$ cat src/rtl/brresolve_pipeline.sv
// Branch/JAL/JALR resolution: decode, compare, target, mispredict check, redirect and saturating counters.
// Latency PIPE (1 or 2) cycles from an accepted valid_i to valid_o.
// Never stalls itself; stall_i freezes every stage, flush_i kills all in-flight slots and wins over stall_i.
module brresolve_pipeline #(
   parameter int XLEN  = 32,
   parameter int PIPE  = 1,
   parameter int CNT_W = 32
) (
   input  logic             clk_i,
   input  logic             rst_ni,
   input  logic             valid_i,
   input  logic             stall_i,
   input  logic             flush_i,
   input  logic [31:0]      instr_i,
   input  logic [XLEN-1:0]  pc_i,
   input  logic [XLEN-1:0]  operand_a_i,
   input  logic [XLEN-1:0]  operand_b_i,
   input  logic [XLEN-1:0]  imm_i,
   input  logic             pred_taken_i,
   input  logic [XLEN-1:0]  pred_target_i,
   output logic             valid_o,
   output logic             br_sel_o,
   output logic             is_cf_o,
   output logic             redirect_o,
   output logic [XLEN-1:0]  redirect_pc_o,
   output logic [CNT_W-1:0] br_count_o,
   output logic [CNT_W-1:0] mispred_count_o
);

   localparam logic [4:0] OP_BRANCH = 5'b11000;
   localparam logic [4:0] OP_JAL    = 5'b11011;
   localparam logic [4:0] OP_JALR   = 5'b11001;

   logic [4:0]      opc;
   logic            d_br, d_jalr, d_j, d_eq, d_lts, d_ltu;
   logic [2:0]      d_f3;
   logic [XLEN-1:0] jalr_sum, d_tgt, d_pc4;

   logic            s_vld, s_br, s_j, s_eq, s_lts, s_ltu, s_pt;
   logic [2:0]      s_f3;
   logic [XLEN-1:0] s_tgt, s_pc4, s_ptgt;

   logic            lt, cond, taken, is_cf, mispred;
   logic [XLEN-1:0] next_pc;

   logic            out_vld_q, out_taken_q, out_cf_q, out_mis_q;
   logic [XLEN-1:0] out_pc_q;
   logic [CNT_W-1:0] br_cnt_q, mis_cnt_q;
   logic            retire;

   logic unused_instr;
   assign unused_instr = ^{instr_i[31:15], instr_i[11:7], instr_i[1:0]};

   always_comb begin
      opc      = instr_i[6:2];
      d_br     = (opc == OP_BRANCH);
      d_jalr   = (opc == OP_JALR);
      d_j      = (opc == OP_JAL) || d_jalr;
      d_f3     = instr_i[14:12];
      d_eq     = (operand_a_i == operand_b_i);
      d_lts    = ($signed(operand_a_i) < $signed(operand_b_i));
      d_ltu    = (operand_a_i < operand_b_i);
      jalr_sum = operand_a_i + imm_i;
      d_tgt    = d_jalr ? {jalr_sum[XLEN-1:1], 1'b0} : (pc_i + imm_i);
      d_pc4    = pc_i + XLEN'(4);
   end

   generate
      if (PIPE == 2) begin : g_stage1
         always_ff @(posedge clk_i or negedge rst_ni) begin
            if (!rst_ni) begin
               s_vld  <= 1'b0;
               s_br   <= 1'b0;
               s_j    <= 1'b0;
               s_f3   <= '0;
               s_eq   <= 1'b0;
               s_lts  <= 1'b0;
               s_ltu  <= 1'b0;
               s_tgt  <= '0;
               s_pc4  <= '0;
               s_pt   <= 1'b0;
               s_ptgt <= '0;
            end else begin
               if (flush_i)
                  s_vld <= 1'b0;
               else if (!stall_i)
                  s_vld <= valid_i;
               // data follows the stall only; a flushed slot may leave stale data behind
               if (!stall_i) begin
                  s_br   <= d_br;
                  s_j    <= d_j;
                  s_f3   <= d_f3;
                  s_eq   <= d_eq;
                  s_lts  <= d_lts;
                  s_ltu  <= d_ltu;
                  s_tgt  <= d_tgt;
                  s_pc4  <= d_pc4;
                  s_pt   <= pred_taken_i;
                  s_ptgt <= pred_target_i;
               end
            end
         end
      end else begin : g_pass
         always_comb begin
            s_vld  = valid_i;
            s_br   = d_br;
            s_j    = d_j;
            s_f3   = d_f3;
            s_eq   = d_eq;
            s_lts  = d_lts;
            s_ltu  = d_ltu;
            s_tgt  = d_tgt;
            s_pc4  = d_pc4;
            s_pt   = pred_taken_i;
            s_ptgt = pred_target_i;
         end
      end
   endgenerate

   // funct3[1] selects unsigned compare, funct3[0] inverts; 010/011 never take
   always_comb begin
      lt = s_f3[1] ? s_ltu : s_lts;
      if (s_f3[2])
         cond = lt ^ s_f3[0];
      else
         cond = s_f3[1] ? 1'b0 : (s_eq ^ s_f3[0]);
      taken   = s_j || (s_br && cond);
      is_cf   = s_j || s_br;
      mispred = (taken != s_pt) || (taken && (s_tgt != s_ptgt));
      next_pc = taken ? s_tgt : s_pc4;
   end

   always_ff @(posedge clk_i or negedge rst_ni) begin
      if (!rst_ni) begin
         out_vld_q   <= 1'b0;
         out_taken_q <= 1'b0;
         out_cf_q    <= 1'b0;
         out_mis_q   <= 1'b0;
         out_pc_q    <= '0;
      end else begin
         if (flush_i)
            out_vld_q <= 1'b0;
         else if (!stall_i)
            out_vld_q <= s_vld;
         if (!stall_i) begin
            out_taken_q <= taken;
            out_cf_q    <= is_cf;
            out_mis_q   <= mispred;
            out_pc_q    <= next_pc;
         end
      end
   end

   assign retire = out_vld_q && !stall_i && !flush_i;

   always_ff @(posedge clk_i or negedge rst_ni) begin
      if (!rst_ni) begin
         br_cnt_q  <= '0;
         mis_cnt_q <= '0;
      end else if (retire) begin
         if (out_cf_q && !(&br_cnt_q))
            br_cnt_q <= br_cnt_q + 1'b1;
         if (out_mis_q && !(&mis_cnt_q))
            mis_cnt_q <= mis_cnt_q + 1'b1;
      end
   end

   assign valid_o         = out_vld_q;
   assign br_sel_o        = out_taken_q;
   assign is_cf_o         = out_cf_q;
   assign redirect_o      = out_vld_q && out_mis_q;
   assign redirect_pc_o   = out_pc_q;
   assign br_count_o      = br_cnt_q;
   assign mispred_count_o = mis_cnt_q;

endmodule

$ cat config.mk
export PLATFORM = sky130hd
export DESIGN_NAME = brresolve_pipeline
export DESIGN_NICKNAME = d
export VERILOG_FILES = /design/src/rtl/brresolve_pipeline.sv
export SDC_FILE = /design/constraint.sdc
export NUM_CORES = 1
export LEC_CHECK = 0
export CAP_MARGIN = 15
export CORE_UTILIZATION = 40
export DETAILED_ROUTE_END_ITERATION = 6
export PLACE_DENSITY_LB_ADDON = 0.3
export REMOVE_ABC_BUFFERS = 1
export SLEW_MARGIN = 20
export SYNTH_ARGS = -nofsm -noshare
export SYNTH_HDL_FRONTEND = slang
export SYNTH_SLANG_ARGS = --single-unit
$ cat constraint.sdc
create_clock -name clk_i -period 7.53 [get_ports clk_i]
set_input_delay 1.1295 -clock clk_i [delete_from_list [all_inputs] [get_ports clk_i]]
set_output_delay 1.1295 -clock clk_i [all_outputs]
set_load 0.03 [all_outputs]
# After elaboration in Yosys (flattened, before gate mapping)
# Index checks and enable logic that the tools add are counted.
[classes]
addsub = 5
mux = 7
bitwise = 2
n_mul = 0
shifts = 0
reduce_logical = 19
magnitude_cmp = 2
n_eq_ne = 7
div = 0
[ops]
columns = ["op", "count"]
rows = [
  ["$add A32 B1 Y32 const B", 2],
  ["$add A32 B32 Y32", 2],
  ["$lt A32 B32 Y1", 2],
  ["$mux W32", 2],
  ["$reduce_and A32 Y1", 2],
  ["$add A32 B3 Y32 const B", 1],
  ["$eq A32 B32 Y1", 1],
  ["$ne A32 B32 Y1", 1],
  ["$eq A5 B5 Y1 const B", 3],
  ["$logic_and A1 B1 Y1", 7],
  ["$mux W1", 5],
  ["$logic_not A1 Y1", 4],
  ["$logic_or A1 B1 Y1", 4],
  ["$reduce_and A2 Y1", 2],
  ["$ne A2 B1 Y1 const B", 1],
  ["$xor A1 B1 Y1", 2],
  ["$ne A1 B1 Y1", 1],
]
[word_totals]
ramBits = 0
rom_bits = 0
ff_bits = 100
latchBits = 0
elab_cells = 49
output_inout_bits = 100
inputBits = 198
n_memories = 0

# Depth between registers and ports, before layout
[depth]
depth_word = 8
mapped_depth = 14
mapped_depth_nobuf = 14

# Worst setup path before layout
# Ideal clock, no wire load.
[synth_timing]
path_type = "input-to-reg"
startpoint = "in imm_i[0]"
endpoint = "reg out_mis_q"
required_time_ns = 7.411
n_path_buf = 0
path_stages = 14
slack_ns = 2.976
setup_ns = 0.119
arrival_ns = 4.435
path_cell_list = "and2_1 > fa_1 > a211oi_2 > o21bai_2 > a211o_1 > a211o_1 > a21oi_2 > o22ai_2 > xnor2_1 > or4_1 > or4_1 > nor4_2 > o2111a_1 > nor2_1"
[synth_via]
elab_chain_len = 5
word_cells_on_any_way = 6
cone_classes = "add/sub: 2; eq/ne: 1; mux: 1; reduce/logical: 2"
[synth_lines]
columns = ["item", "line", "text"]
rows = [
  ["start: declaration", "18", "input logic [XLEN-1:0] imm_i,"],
  ["$add A32 B32 Y32, on equally long branches", "64, 63", ""],
  ["$mux W32 *", "64", "d_tgt = d_jalr ? {jalr_sum[XLEN-1:1], 1'b0} : (pc_i + imm_i);"],
  ["$ne A32 B32 Y1 *", "129", "mispred = (taken != s_pt) || (taken && (s_tgt != s_ptgt));"],
  ["$logic_and A1 B1 Y1 *", "129", ""],
  ["$logic_or A1 B1 Y1 *", "129", ""],
  ["end signal: assignment", "148", "out_mis_q <= mispred;"],
  ["end: declaration", "46", "logic out_vld_q, out_taken_q, out_cf_q, out_mis_q;"],
]
# Mark *: on every way between the ends. The rest lies on a longest branch, timed or not.
# A chain may end at the register's enable or synchronous reset.

# Worst setup path after layout
# Ends and elaborated chain as after synthesis.

==> flow_metrics.tcl <==
set metrics [dict create \
    clk_pin_slew_worst_paths_ns 0.07 \
    yosysWarnings 0 \
    path_delay_family "compound AO/OA/AOI/OAI gates" \
    synth-edff-count 0 \
    status "complete, no violations" \
    crit_chain "clkdlybuf4s50_1 -> and2_1 -> fa_1 -> a211oi_2 -> o21bai_2 -> a211o_1 -> a211o_1 -> a21oi_2 -> o22ai_2 -> xnor2_1 -> or4_1 -> or4_1 -> nor4_2 -> o2111a_1 -> nor2_1" \
    rsz0062_at_grt "no" \
    dp_hpwl_um 28100 \
    ant_nets 0 \
    wl_per_cell_um 17.8 \
    hold_violations 0 \
    critPathLaunch "imm_i[0]" \
    switchingPower_uw 707 \
    post-cts-setup-buffer-count 0 \
    hold_buffers 0 \
    synth_top_area_share_pct 23.7 \
    synthArstFlopShare_pct 100 \
    numCtsBuffers 9 \
    synth_cells 1303 \
    fin_crit_ns 5.30 \
    drive_gt1_share_pct 3.66 \
    arrival_ns 5.54 \
    synth-seq-cells 100 \
    path_max_fanout 6 \
    critical-path-max-stage-delay_ns 0.59 \
    initial_core_util_pct 40.7 \
    dpl-instance-area_um2 13500 \
    crit_required_ns 7.77 \
    synth_area_um2 10600 \
    finalMaxSlewViolations 0 \
    synth_cell_type_count 85 \
    grt_pass1_vias 9875 \
    crit_slowest_cell "or4_1" \
    max_freq_mhz 189 \
    p_sw_share_pct 36.5 \
    clock_skew_ns 0.0109 \
    comb_power_share_pct 43.2 \
    endpoint "out_mis_q$_DFFE_PN0N_" \
    io_buffer_count 273 \
    nNetsFinal 1848 \
    setup_viol_count_final 0 \
    syn_avg_cell_area_um2 8.12 \
    fin_area_um2 13900 \
    ir_drop_v 0.000156 \
    cp.depth 15 \
    crit_type "input port to flop" \
    synthTopCellsByArea "dfrtp_1 (24%), ha_1 (11%), xnor2_1 (9.6%)" \
    setup_tns_ns 0 \
    yosys.area.top_type "dfrtp_1" \
    synth-seq-area-share_pct 23.7 \
    cts_sinks 100 \
    yosysMostFrequentCell "nand2_1" \
    slew_headroom_pct 32.0 \
    antenna_found_initial 1 \
    p_int_mw 1.23 \
    cts_resized 0 \
    cts_tree "done" \
    clk_latency_ns 0.35 \
    rows 59 \
    grt_usage_pct 24.6 \
    crit_path_end_kind "flop" \
    r2r-end "mispred_count_o[23]$_DFFE_PN0P_" \
    ff2ff_path_depth 10 \
    path_buf_inv 1 \
    startpoint_type "input port" \
    grt_max_degree 68 \
    p_per_area_nw_per_um2 140 \
    route.vias.total 10546 \
    synth-main-ff-cell "dfrtp_1" \
    p_leak_nw 5.88 \
    ioPinCount 298 \
    design.die.area_um2 27100 \
    power.share.clock_pct 26.5 \
    hp-class "flop to flop" \
    gp_congestion 0.900 \
    ctsHtreeMaxLevel 3 \
    period_share_pct 70.4 \
    vias_per_cell 5.57 \
    wl_um 33700 \
    r2r_slack_ns 4.19 \
    share_seq_of_total_power_pct 30.3 \
    final_util_pct 53.3 \
    clk_path_buf_depth 2 \
    die_h_um 165 \
    firstDrtPassIters 5 \
    drt_iter0_drc 698 \
    area_delta_synth_final_pct 31.0 \
    worst_pin_slew_ns 1.02 \
    fp.dieW_um 165 \
    grt_overflow 0 \
    synth_commonest_cells "nand2_1 (161), xnor2_1 (116), dfrtp_1 (100)" \
    grt_first_pass_wirelength_um 51700 \
    timing.rr.start "mispred_count_o[15]$_DFFE_PN0P_" \
    maxCapViolations 0 \
    cts_root_buf "clkbuf_16" \
    coreArea_um2 26000 \
    drc 0 \
]
kinds of logic after synthesis:
kind of cell / count (synthesis) / share of synthesized area (%)
adders and majority gates: 98 / 11.7
and+or+nand+nor: 476 / 22.4
muxes: 33 / 3.24
xor gates and xnor gates: 171 / 14.4
DFF: 100 / 23.7
AOI/OAI and AO/OA: 334 / 20.4
buffers and inverters: 91 / 4.08
worst register-to-register path: cells and delay by family (launching register included):
kind	cells	cell delay, ns
XOR/XNOR	1	0.17
flip-flops	1	0.45
AO/OA/AOI/OAI	1	0.54
AND/OR/NAND/NOR	8	2.08
area by class of cell:
class	instances	area, um^2
inverter	51	191
sequential	100	2500
timing repair buffer	278	2760
clock inverter	7	105
tap	335	419
clock buffer	9	225
antenna	2	5.00
fill	2486	12100
multi-input combinational	1112	7640
through the flow:
stage | power (mW) | hold WS, ns | cells | worst slack [ns]
global placement | 1.42 | 0.461 | 1876 | 1.96
finish | 1.94 | 0.481 | 1894 | 2.23
CTS | 1.95 | 0.489 | 1892 | 2.27
detailed placement | 1.43 | 0.472 | 1876 | 1.90
global route | 2.05 | 0.505 | 1893 | 2.11
floorplan | 1.10 | 0.510 | 1263 | 2.93
worst min path at each step:
| stage | from | slack (ns) | to | depth (start not counted) |
|---|---|---|---|---|
| after floorplan | out_mis_q$_DFFE_PN0N_ | 0.51 | out_mis_q$_DFFE_PN0N_ | 2 |
| after global placement | redirect_pc_o[31]$_DFFE_PN0N_ | 0.46 | redirect_pc_o[31]$_DFFE_PN0N_ | 2 |
| after detailed placement | redirect_pc_o[1]$_DFFE_PN0N_ | 0.47 | redirect_pc_o[1]$_DFFE_PN0N_ | 2 |
| after CTS | redirect_pc_o[18]$_DFFE_PN0N_ | 0.49 | redirect_pc_o[18]$_DFFE_PN0N_ | 2 |
| after global routing | mispred_count_o[20]$_DFFE_PN0P_ | 0.50 | mispred_count_o[20]$_DFFE_PN0P_ | 1 |
| final | redirect_pc_o[18]$_DFFE_PN0N_ | 0.48 | redirect_pc_o[18]$_DFFE_PN0N_ | 2 |
layout by cell type, fill, tap and decap left out, types with 5 or more instances in the layout:
cell type / count
o31ai_1: 11
dfrtp_1: 100
and4_1: 13
xor2_1: 53
o211ai_1: 13
nand2_1: 160
a31oi_1: 5
clkbuf_16: 9
a211o_1: 8
nor2b_1: 7
xnor2_1: 116
mux2_2: 10
clkdlybuf4s50_1: 271
o21bai_1: 11
a211oi_1: 14
nor3b_1: 8
nand4_1: 38
nor4_1: 10
nand2b_1: 7
a21oi_1: 91
a21o_1: 19
and2_1: 12
buf_4: 6
and3_1: 22
nand3_1: 63
inv_1: 51
o21a_1: 13
mux2i_1: 23
nor3_1: 23
or3_1: 8
nor2_1: 82
ha_1: 96
o21ai_0: 89
a221oi_1: 5
metal layers:
layer	track usage, %	share of wire (%)	wire, um
met1	33.2	46	15400
met2	40.9	46	15600
met3	2.84	5.5	1850
met4	7.92	2.6	884
met5	0	0	0
power by group through the flow:
stage          logic (mW)  registers (mW)  clock network, mW
6_report            0.836           0.587              0.514
3_3_place_gp        0.824           0.596                  0
3_5_place_dp        0.830           0.597                  0
2_1_floorplan       0.449           0.652                  0
4_1_cts             0.833           0.587              0.528
5_1_grt             0.909           0.591              0.547
state kept, by name, indices dropped and copies added (netlist names):
register         flops
br_count_o          32
mispred_count_o     32
redirect_pc_o       32
br_sel_o             1
is_cf_o              1
out_mis_q            1
valid_o              1
Note: power is estimated with default switching activity, not from simulation.
